File: src/rtl/l2_arbiter.sv
// Round-robin arbiter sharing the single L2 read port between the icache and dcache.
// One outstanding L2 read at a time; the returned block is registered per requester.
module l2_arbiter #(
    parameter int BLOCK_W = 512,
    parameter int OFF_W   = 6
) (
    input  logic               clk,
    input  logic               rst_n,

    input  logic               ic_req,
    input  logic [31:0]        ic_addr,
    input  logic               ic_cancel,
    input  logic               dc_req,
    input  logic [31:0]        dc_addr,

    output logic [BLOCK_W-1:0] ic_L2_block_read,
    output logic [31:0]        ic_L2_addr_read,
    output logic               ic_valid,
    output logic               ic_L2_stall,
    output logic [BLOCK_W-1:0] dc_L2_block_read,
    output logic [31:0]        dc_L2_addr_read,
    output logic               dc_valid,
    output logic               dc_L2_stall,

    output logic               mem_req,
    output logic [31:0]        mem_addr,
    input  logic               mem_ready,
    input  logic               mem_rvalid,
    input  logic [BLOCK_W-1:0] mem_rdata
);

    typedef enum logic [1:0] {IDLE, ISSUE, WAIT, RESP} state_t;

    localparam logic OWN_I = 1'b0;
    localparam logic OWN_D = 1'b1;

    state_t      state, state_nxt;
    logic        owner, owner_nxt;
    logic        last_grant, last_nxt;
    logic        drop, drop_nxt;
    logic [31:0] addr_q, addr_nxt;
    logic [31:0] sel_addr;
    logic        ic_cand, grant_d, cancel_hit, cap;

    assign ic_cand    = ic_req & ~ic_cancel;
    // On a tie the dcache wins only if the icache took the previous grant.
    assign grant_d    = dc_req & (~ic_cand | (last_grant == OWN_I));
    assign sel_addr   = grant_d ? dc_addr : ic_addr;
    assign cancel_hit = ic_cancel & (owner == OWN_I) & ((state == ISSUE) | (state == WAIT));

    always_comb begin
        state_nxt = state;
        owner_nxt = owner;
        last_nxt  = last_grant;
        drop_nxt  = drop;
        addr_nxt  = addr_q;
        cap       = 1'b0;
        case (state)
            IDLE: begin
                if (ic_cand || dc_req) begin
                    owner_nxt = grant_d;
                    last_nxt  = grant_d;
                    drop_nxt  = 1'b0;
                    addr_nxt  = {sel_addr[31:OFF_W], {OFF_W{1'b0}}};
                    state_nxt = ISSUE;
                end
            end
            ISSUE: begin
                if (mem_ready) state_nxt = WAIT;
            end
            WAIT: begin
                if (mem_rvalid) begin
                    cap = 1'b1;
                    // A cancel landing together with the data still abandons the transfer.
                    state_nxt = (drop || cancel_hit) ? IDLE : RESP;
                end
            end
            RESP: state_nxt = IDLE;
            default: state_nxt = IDLE;
        endcase
        if (cancel_hit) drop_nxt = 1'b1;
    end

    always_ff @(posedge clk or negedge rst_n) begin
        if (!rst_n) begin
            state      <= IDLE;
            owner      <= OWN_I;
            last_grant <= OWN_D;
            drop       <= 1'b0;
            addr_q     <= '0;
        end else begin
            state      <= state_nxt;
            owner      <= owner_nxt;
            last_grant <= last_nxt;
            drop       <= drop_nxt;
            addr_q     <= addr_nxt;
        end
    end

    always_ff @(posedge clk or negedge rst_n) begin
        if (!rst_n) begin
            ic_L2_block_read <= '0;
            ic_L2_addr_read  <= '0;
            dc_L2_block_read <= '0;
            dc_L2_addr_read  <= '0;
        end else if (cap) begin
            if (owner == OWN_D) begin
                dc_L2_block_read <= mem_rdata;
                dc_L2_addr_read  <= addr_q;
            end else begin
                ic_L2_block_read <= mem_rdata;
                ic_L2_addr_read  <= addr_q;
            end
        end
    end

    assign mem_req     = (state == ISSUE);
    assign mem_addr    = addr_q;
    assign ic_valid    = (state == RESP) & (owner == OWN_I);
    assign dc_valid    = (state == RESP) & (owner == OWN_D);
    assign ic_L2_stall = ic_req & ~ic_valid;
    assign dc_L2_stall = dc_req & ~dc_valid;

endmodule

File: config.mk
export PLATFORM = sky130hd
export DESIGN_NAME = l2_arbiter
export DESIGN_NICKNAME = d
export VERILOG_FILES = /design/src/rtl/l2_arbiter.sv
export SDC_FILE = /design/constraint.sdc
export NUM_CORES = 1
export LEC_CHECK = 0
export ABC_AREA = 1
export CAP_MARGIN = 40
export CORE_AREA = 4 4 656 658
export DETAILED_ROUTE_END_ITERATION = 7
export DIE_AREA = 0 0 660 662
export GPL_ROUTABILITY_DRIVEN = 0
export MAX_ROUTING_LAYER = met4
export PLACE_DENSITY = 0.37
export SLEW_MARGIN = 40
export SYNTH_ARGS = -nofsm -noshare
export SYNTH_HDL_FRONTEND = slang
export SYNTH_SLANG_ARGS = --single-unit
export TNS_END_PERCENT = 30
File: constraint.sdc
create_clock -name clk -period 1.9 [get_ports clk]
set_clock_uncertainty 0.2 [all_clocks]
set_input_delay 0.19 -clock clk [delete_from_list [all_inputs] [get_ports clk]]
set_output_delay 0.19 -clock clk [all_outputs]
set_load 0.05 [all_outputs]
Yosys cells after proc, flatten, opt, wreduce, memory -nomap -nowiden:

Cells that the tools add are included.

* add/sub/neg operators: 0
* $mul: 0
* div/mod/pow operators: 0
* order comparisons: 0
* equality and inequality tests: 6
* shifts and indexed selects: 0
* muxes and demuxes: 11
* bitwise operators: 16
* reductions and logical operators: 10

Operators by type and width (number)
* 2-to-1 mux 32 bit: 1
* AND 1 bit: 8
* 2-to-1 mux 2 bit: 4
* case mux 2 bit (4 select lines): 1
* AND reduction 2 bit: 4
* inverter 1 bit: 6
* 2-to-1 mux 1 bit: 5
* == test 2 bit, second input constant: 2
* inequality test 2 bit, second input constant: 2
* nonzero test 2 bit: 2
* AND reduction 3 bit: 1
* == test 2 x 1 -> 1 bit, second input constant: 1
* logical NOT 2 bit: 1
* logical OR 1 bit: 2
* inequality test 2 x 1 -> 1 bit, second input constant: 1
* OR 1 bit: 2

* bits in registers: 1107
* latch bits: 0
* bits in writable memories: 0
* bits in read-only memories: 0
* input bits: 583
* output and inout port bits: 1125
* word-level logic and storage cells: 52
* memories: 0

Logic depth before layout (Yosys ltp):

Gate-level depths: netlist (run 1).

* word-level depth: 7
* mapped depth: 9
* gate-level depth less buffers: 9

Worst setup path before layout (run 1):

No wires, ideal clock.

* path type: reg-to-output
* start: register state[0]
* end: output ic_L2_stall
* arrival: 1.709 ns
* slack: -0.199 ns
* stages on the path, launching flop included: 5
* path buffers: 0
* cell sequence: dfrtp_1 ha_1 inv_1 nor2_1 nor2_1

* longest elaborated chain between the ends: 4

RTL lines
* start, declared: RTL line 37 `state_t state, state_nxt;`
* start signal, assigned: RTL line 92 `state <= state_nxt;`
* == test 2 bit: RTL line 119 `assign ic_valid = (state == RESP) & (owner == OWN_I);`
* AND 1 bit: RTL line 119
* named net ic_valid: RTL line 18 `output logic ic_valid,`
* inverter 1 bit: RTL line 121 `assign ic_L2_stall = ic_req & ~ic_valid;`
* AND 1 bit: RTL line 121
* end, declared: RTL line 19 `output logic ic_L2_stall,`

The timed path passes the listed nets, and every way through them passes these cells.

Final worst setup path (run 1):

* start: register state[1]
* end: output ic_L2_stall

* longest elaborated chain between the ends: 4

RTL lines (RTL line)
* == test 2 bit: 119
* AND 1 bit: 119
* inverter 1 bit: 121
* AND 1 bit: 121

No other way between the ends.

==> impl_metrics.json, run 1 <==
{
  "std_cell_rows": 239,
  "postRouteAntennaNets": 0,
  "post_synth_instance_area_um2": 41500,
  "syn2layout_area_growth_pct": 80.4,
  "switchingPower_mw": 78.2,
  "fp.dieW_um": 660,
  "grt.total_usage": 0.141,
  "insertion_delay_ns": 0.79,
  "cts_buffer_depth": 4,
  "power.static_leakage_nw": 35.7,
  "finalSetupViolations": 865,
  "detail_route.first_pass.iterations": 6,
  "grt_first_pass_wirelength_um": 404000,
  "fill_cells": 47600,
  "final-hold-violation-count": 0,
  "critical_path.max_fanout": 4,
  "run_status": "finished, violations left",
  "layout_common_cells": "sky130_fd_sc_hd__nand2_1 (1174), sky130_fd_sc_hd__buf_4 (1148), sky130_fd_sc_hd__dfrtp_1 (1064), sky130_fd_sc_hd__o21ai_1 (1056), sky130_fd_sc_hd__inv_1 (601)",
  "setup_repair_after_global_routing_missed_its_margin": "yes",
  "pin_count_of_the_biggest_net_entering_global_routing": 80,
  "cts_tree": "done",
  "yosys.cell_types.count": 18,
  "final_cell_count_no_fill": 12500,
  "critPathKind": "flip-flop to output pin",
  "vias": 40100,
  "placed_instances": 11600,
  "grt-ovfl-total": 0,
  "grt_pass1_vias": 41300,
  "synthCells": 4300,
  "synthesis.area_per_instance_um2": 9.64,
  "portBuffers": 1677,
  "critical_path.reg2reg.startpoint": "state[0]$_DFFE_PN0P_",
  "post_route_drc_violation_count": 0,
  "timing.final.crit_share": 1.17,
  "multi_input_area_um2": 10300,
  "powerDensity_nw_per_um2": 2020,
  "antenna_violations_before_repair": 189,
  "total_power_mw": 151,
  "vdd_ir_drop_max_mv": 1.02,
  "timing.hold.worst_path_depth": 3,
  "fin_ws_ns": -0.319,
  "start_util": 0.0978,
  "worst_setup_path_start_kind": "flip-flop",
  "hpwlAfterDp_um": 269000,
  "maxCapViolCount": 0,
  "hold_path_class": "input pin to flip-flop",
  "placement.cell_area_um2": 64300,
  "crit-reg2reg-capture": "dc_L2_block_read[24]$_DFFE_PN0P_",
  "drt_first_iter_violations": 2463,
  "register_area_um2": 27800,
  "ios": 1708,
  "fin_tns_setup_ns": -105.99,
  "synth_warnings": 0,
  "ys_seq_elements": 1107,
  "critical_path_arrival_ns": 1.83,
  "die_h_um": 662,
  "yosysSeqAreaShare": 0.668,
  "avgRoutedWirePerCell_um": 25.0,
  "final_wirelength_um": 313000,
  "timing_worst_slew_pin_value_ns": 0.537,
  "timing.slew.headroom": 0.641,
  "critPathLaunch": "state[1]$_DFFE_PN0P_",
  "cts-htree-levels": 4,
  "postLayoutCellArea_um2": 74800,
  "finalCriticalPeriod_ns": 2.22,
  "seq_power_share": 0.279,
  "power.internal_mw": 72.8,
  "power.share.clock": 0.177,
  "timing.reg2reg.setup_slack_ns": -0.25,
  "cts_inserted_buffers": 145,
  "cts_sinks": 1107,
  "fp.coreArea_um2": 424000,
  "clk_pin_slew_worst_paths_ns": 0.06,
  "maxClockFrequency_ghz": 0.451,
  "cp_data_required_time_ns": 1.51,
  "cp-endpoint": "ic_L2_stall",
  "most_common_library_cell_in_the_layout_ignoring_fill_and_taps": "sky130_fd_sc_hd__nand2_1",
  "finish.net_count": 7204,
  "drv_slew": 0,
  "failed_checks": "setup timing",
  "pre_cts_ws_ns": -0.406,
  "vias_per_std_cell": 3.21,
  "post_route_cells_drive_above_1_share": 0.237,
  "sw_frac_of_total": 0.518,
  "p_comb_frac": 0.543,
  "root_buffer": "sky130_fd_sc_hd__clkbuf_16",
  "area_enclosed_by_the_die_boundary_um2": 437000,
  "critical_path.endpoint_type": "output pin",
  "rr_worst_depth": 9
}
==> through the flow <==
step	utilization	hold WS, ns
floorplan	-	-0.306
global placement	0.152	-0.135
detailed placement	0.152	-0.134
CTS	0.176	0.000340
global route	0.176	0.00340
finish	0.177	0.0141
==> layout make-up <==
class                      count  area share
antenna                      108     0.00361
clock buffer                 220      0.0562
clock inverter                38     0.00492
inverter                     605      0.0304
multi-input combinational   2338       0.138
sequential                  1107       0.371
tap                         5663      0.0947
timing repair buffer        2420       0.301
==> how the worst min path moves through the flow <==
| stage | startpoint | to | slack, ns |
|---|---|---|---|
| after floorplan | rst_n | dc_L2_addr_read[10]$_DFFE_PN0P_ | -0.31 |
| after global placement | rst_n | ic_L2_block_read[500]$_DFFE_PN0P_ | -0.13 |
| after detailed placement | rst_n | ic_L2_block_read[500]$_DFFE_PN0P_ | -0.13 |
| after CTS | mem_rdata[357] | ic_L2_block_read[357]$_DFFE_PN0P_ | 0.0003 |
| after global routing | mem_rdata[424] | dc_L2_block_read[424]$_DFFE_PN0P_ | 0.003 |
| final | mem_rdata[28] | ic_L2_block_read[28]$_DFFE_PN0P_ | 0.01 |
==> flip-flops by register name (all words and copies together) (netlist names), 2 cells and up <==
| signal | count |
|---|---|
| ic_L2_block_read | 512 |
| state | 2 |
| mem_addr | 26 |
| dc_L2_addr_read | 26 |
| ic_L2_addr_read | 26 |
| dc_L2_block_read | 512 |
==> power groups by stage <==
stage | Sequential [mW] | Clock (mW) | Combinational (mW)
4_1_cts | 42.3 | 27.9 | 83.3
3_3_place_gp | 42.0 | 0 | 81.1
3_5_place_dp | 42.2 | 0 | 81.3
2_1_floorplan | 76.9 | 0 | 11.8
6_report | 42.2 | 26.8 | 82.1
5_1_grt | 43.4 | 28.8 | 85.8
==> cells in the mapped netlist <==
library cell               number  area (um^2)
sky130_fd_sc_hd__nand3_1       56          280
sky130_fd_sc_hd__o21ai_1     1056         5290
sky130_fd_sc_hd__buf_2        145          726
sky130_fd_sc_hd__conb_1         1         3.75
sky130_fd_sc_hd__nand3_2        3         30.0
sky130_fd_sc_hd__buf_4         26          195
sky130_fd_sc_hd__nor2_1         4         15.0
sky130_fd_sc_hd__a21oi_4        1         16.3
sky130_fd_sc_hd__inv_1        603         2260
sky130_fd_sc_hd__inv_2          2         7.51
sky130_fd_sc_hd__dfrtp_1     1106        27700
sky130_fd_sc_hd__buf_6          1         11.3
sky130_fd_sc_hd__nand2_1     1175         4410
sky130_fd_sc_hd__clkbuf_1      94          353
sky130_fd_sc_hd__o21ai_0       21          105
sky130_fd_sc_hd__ha_1           4         50.1
sky130_fd_sc_hd__dfstp_2        1         26.3
sky130_fd_sc_hd__buf_1          1         3.75
==> cell families (layout without fill, tap and decap cells) <==
| group | after synthesis | count (layout) | share of synthesized area |
|---|---|---|---|
| AND/OR/NAND/NOR | 1238 | 1238 | 0.114 |
| flip-flops | 1107 | 1107 | 0.668 |
| AO/OA/AOI/OAI | 1078 | 1078 | 0.130 |
| buffers and inverters | 872 | 3283 | 0.0859 |
| adder cells (fa/ha/maj) | 4 | 4 | 0.00121 |
| other | 1 | 126 | 0.0000905 |
==> layer usage <==
layer | GRT usage | vias to the layer above | wire, um
met1 | 0.150 | 19800 | 117000
met2 | 0.247 | 1657 | 158000
met3 | 0.0446 | 418 | 24700
met4 | 0.0470 | 0 | 12900
li1 | - | 18300 | -
met5 | - | - | 0
==> what timing repair did <==
| action | 4_1_cts | 5_1_grt |
|---|---|---|
| resized for setup | 372 | 4 |
| setup endpoints to repair | 1377 | 1749 |
| hold buffers | 524 | 4 |
| buffers inserted | 9 | 0 |
| pin swaps | 2 | 2 |
| gates cloned | 0 | 1 |
| endpoints found under the hold margin | 2063 | 5 |
==> critical path, cell delays in order, from the launching register on <==
cell                      delay [ns]
sky130_fd_sc_hd__dfrtp_1        0.36
sky130_fd_sc_hd__buf_6          0.12
sky130_fd_sc_hd__ha_4           0.13
sky130_fd_sc_hd__inv_2          0.04
sky130_fd_sc_hd__nor2_4         0.19
sky130_fd_sc_hd__nor2_4         0.06
sky130_fd_sc_hd__buf_12         0.15
(Power assumes the default switching activity.)
==> run 2: changes to the inputs <==
--- a/config.mk
+++ b/config.mk
@@ -8,6 +8,7 @@
 export ABC_AREA = 1
 export CAP_MARGIN = 40
 export CORE_AREA = 4 4 656 658
+export CTS_CLUSTER_SIZE = 20
 export DETAILED_ROUTE_END_ITERATION = 7
 export DIE_AREA = 0 0 660 662
 export GPL_ROUTABILITY_DRIVEN = 0
@@ -17,4 +18,4 @@
 export SYNTH_ARGS = -nofsm -noshare
 export SYNTH_HDL_FRONTEND = slang
 export SYNTH_SLANG_ARGS = --single-unit
-export TNS_END_PERCENT = 30
+export TNS_END_PERCENT = 100
==> run 2 against run 1 <==
- the flow still finishes with violations (setup timing)
- power is 2.2% higher
- sequential power is essentially flat
- worst setup slack got worse by 0.045 ns
- routed wire length rose by 1.5%
- critical path depth is the same
- sequential cell count is the same
- critical endpoint unchanged
- cell area rose by 3.6%
- combinational power rose by 2.7%
- register-to-register slack about the same
- core utilization increased by 0.64 points
- largest power group unchanged
- global-route usage about the same
==> impl_metrics.json, run 2 (synthesis results as in run 1) <==
{
  "cts_tree": "done",
  "total_power_mw": 154,
  "insertion_delay_ns": 0.78,
  "setup_repair_after_global_routing_missed_its_margin": "yes",
  "die_h_um": 662,
  "fill_cells": 47300,
  "drv_slew": 0,
  "timing.final.crit_share": 1.19,
  "critical_path.max_fanout": 4,
  "drt_first_iter_violations": 2731,
  "detail_route.first_pass.iterations": 5,
  "pre_cts_ws_ns": -0.339,
  "cts-htree-levels": 4,
  "fp.dieW_um": 660,
  "maxClockFrequency_ghz": 0.442,
  "ios": 1708,
  "critical_path.endpoint_type": "output pin",
  "final_cell_count_no_fill": 12700,
  "critical_path_arrival_ns": 1.87,
  "grt_pass1_vias": 42100,
  "critPathKind": "flip-flop to output pin",
  "vias": 41100,
  "grt-ovfl-total": 0,
  "fin_tns_setup_ns": -113.96,
  "timing_worst_slew_pin_value_ns": 0.790,
  "start_util": 0.0978,
  "timing.reg2reg.setup_slack_ns": -0.26,
  "fp.coreArea_um2": 424000,
  "antenna_violations_before_repair": 204,
  "reg_top3": "dc_L2_block_read (512), ic_L2_block_read (512)",
  "hpwlAfterDp_um": 265000,
  "post_route_cells_drive_above_1_share": 0.259,
  "postRouteAntennaNets": 0,
  "power.static_leakage_nw": 37.1,
  "post_route_drc_violation_count": 0,
  "std_cell_rows": 239,
  "most_common_library_cell_in_the_layout_ignoring_fill_and_taps": "sky130_fd_sc_hd__buf_4",
  "cts_buffer_depth": 4,
  "fin_hold_ws_ns": 0.0193,
  "failed_checks": "setup timing",
  "hold_path_class": "input pin to flip-flop",
  "finish.net_count": 7342,
  "worst_setup_path_start_kind": "flip-flop",
  "layout_common_cells": "sky130_fd_sc_hd__buf_4 (1202), sky130_fd_sc_hd__nand2_1 (1148), sky130_fd_sc_hd__dfrtp_1 (1080), sky130_fd_sc_hd__o21ai_1 (1035), sky130_fd_sc_hd__inv_1 (600)",
  "grt.total_usage": 0.141,
  "syn2layout_area_growth_pct": 86.9,
  "maxCapViolCount": 0,
  "vias_per_std_cell": 3.25,
  "finalSetupViolations": 923,
  "portBuffers": 1677,
  "fin_ws_ns": -0.364,
  "run_status": "finished, violations left",
  "final_wirelength_um": 317000,
  "clk_pin_slew_worst_paths_ns": 0.06,
  "avgRoutedWirePerCell_um": 25.1,
  "vdd_ir_drop_max_mv": 1.10,
  "root_buffer": "sky130_fd_sc_hd__clkbuf_16",
  "cts_inserted_buffers": 146,
  "pin_count_of_the_biggest_net_entering_global_routing": 76,
  "powerDensity_nw_per_um2": 1990,
  "finalCriticalPeriod_ns": 2.26,
  "final-hold-violation-count": 0,
  "cp_data_required_time_ns": 1.51,
  "grt_first_pass_wirelength_um": 404000,
  "cts_sinks": 1107,
  "placed_instances": 11700,
  "area_enclosed_by_the_die_boundary_um2": 437000,
  "timing.slew.headroom": 0.473
}
[run 2: cell types whose count changed in the layout (fill, tap and decap cells not counted), sizes merged, moves of 5 or more]
| cell | before | now |
|---|---|---|
| buf | 1323 | 1431 |
| diode | 108 | 127 |
| clkbuf | 221 | 237 |
| bufinv | 1 | 9 |
| clkinv | 25 | 19 |
| bufbuf | 0 | 5 |
[run 2: path summary, 6_finish.rpt]
path                                             start                                end  depth (start not counted)
max in group asynchronous                        rst_n  ic_L2_block_read[231]$_DFFE_PN0P_                          4
worst min-delay path                    mem_rdata[215]  dc_L2_block_read[215]$_DFFE_PN0P_                          3
min in group asynchronous                        rst_n  dc_L2_block_read[452]$_DFFE_PN0P_                          3
worst max register to register    state[0]$_DFFE_PN0P_  ic_L2_block_read[391]$_DFFE_PN0P_                         11
worst min register to register  last_grant$_DFFE_PN1P_             last_grant$_DFFE_PN1P_                          2
worst max-delay path              state[0]$_DFFE_PN0P_                        ic_L2_stall                          6
[run 2: worst max-delay path, cell delays in order (launching register included)]
cell,delay [ns]
sky130_fd_sc_hd__dfrtp_1,0.38
sky130_fd_sc_hd__buf_6,0.13
sky130_fd_sc_hd__ha_4,0.13
sky130_fd_sc_hd__inv_2,0.04
sky130_fd_sc_hd__nor2_4,0.20
sky130_fd_sc_hd__nor2_4,0.06
sky130_fd_sc_hd__buf_12,0.15
[run 2: where the power goes]
group | switching [mW] | internal, mW
clock | 11.4 | 16.7
combinational | 59.9 | 24.3
sequential | 7.75 | 34.3
[run 2: area by class of cell]
type	count	area, um^2	area share
Clock buffer	211	4210	0.0543
Multi-Input combinational cell	2338	10500	0.135
Inverter	605	2280	0.0294
Clock inverter	42	539	0.00696
Sequential cell	1107	27700	0.358
Antenna cell	127	318	0.00410
Timing Repair Buffer	2557	24800	0.320
Tap cell	5663	7090	0.0914
[run 2: timing repair]
action,CTS,global route
buffers inserted,29,15
endpoints found under the hold margin,2058,5
pin swaps,5,3
gates resized for setup,358,133
hold buffers,523,3
endpoints found under the setup margin,1365,1517
gates cloned,10,30
[run 2: per-layer routing]
layer  GRT usage  vias to the layer above  share of wire
met5           -                        -              0
met4      0.0441                        0          0.037
met3      0.0455                      399          0.080
met2       0.241                     1730           0.50
met1       0.155                    20300           0.39
li1            -                    18600              -
[run 2: metrics by stage]
step,cell area (um^2),util
final,77500,0.183
after global placement,64800,0.153
after floorplan,41500,-
after detailed placement,64800,0.153
after CTS,75800,0.179
after global routing,77500,0.183
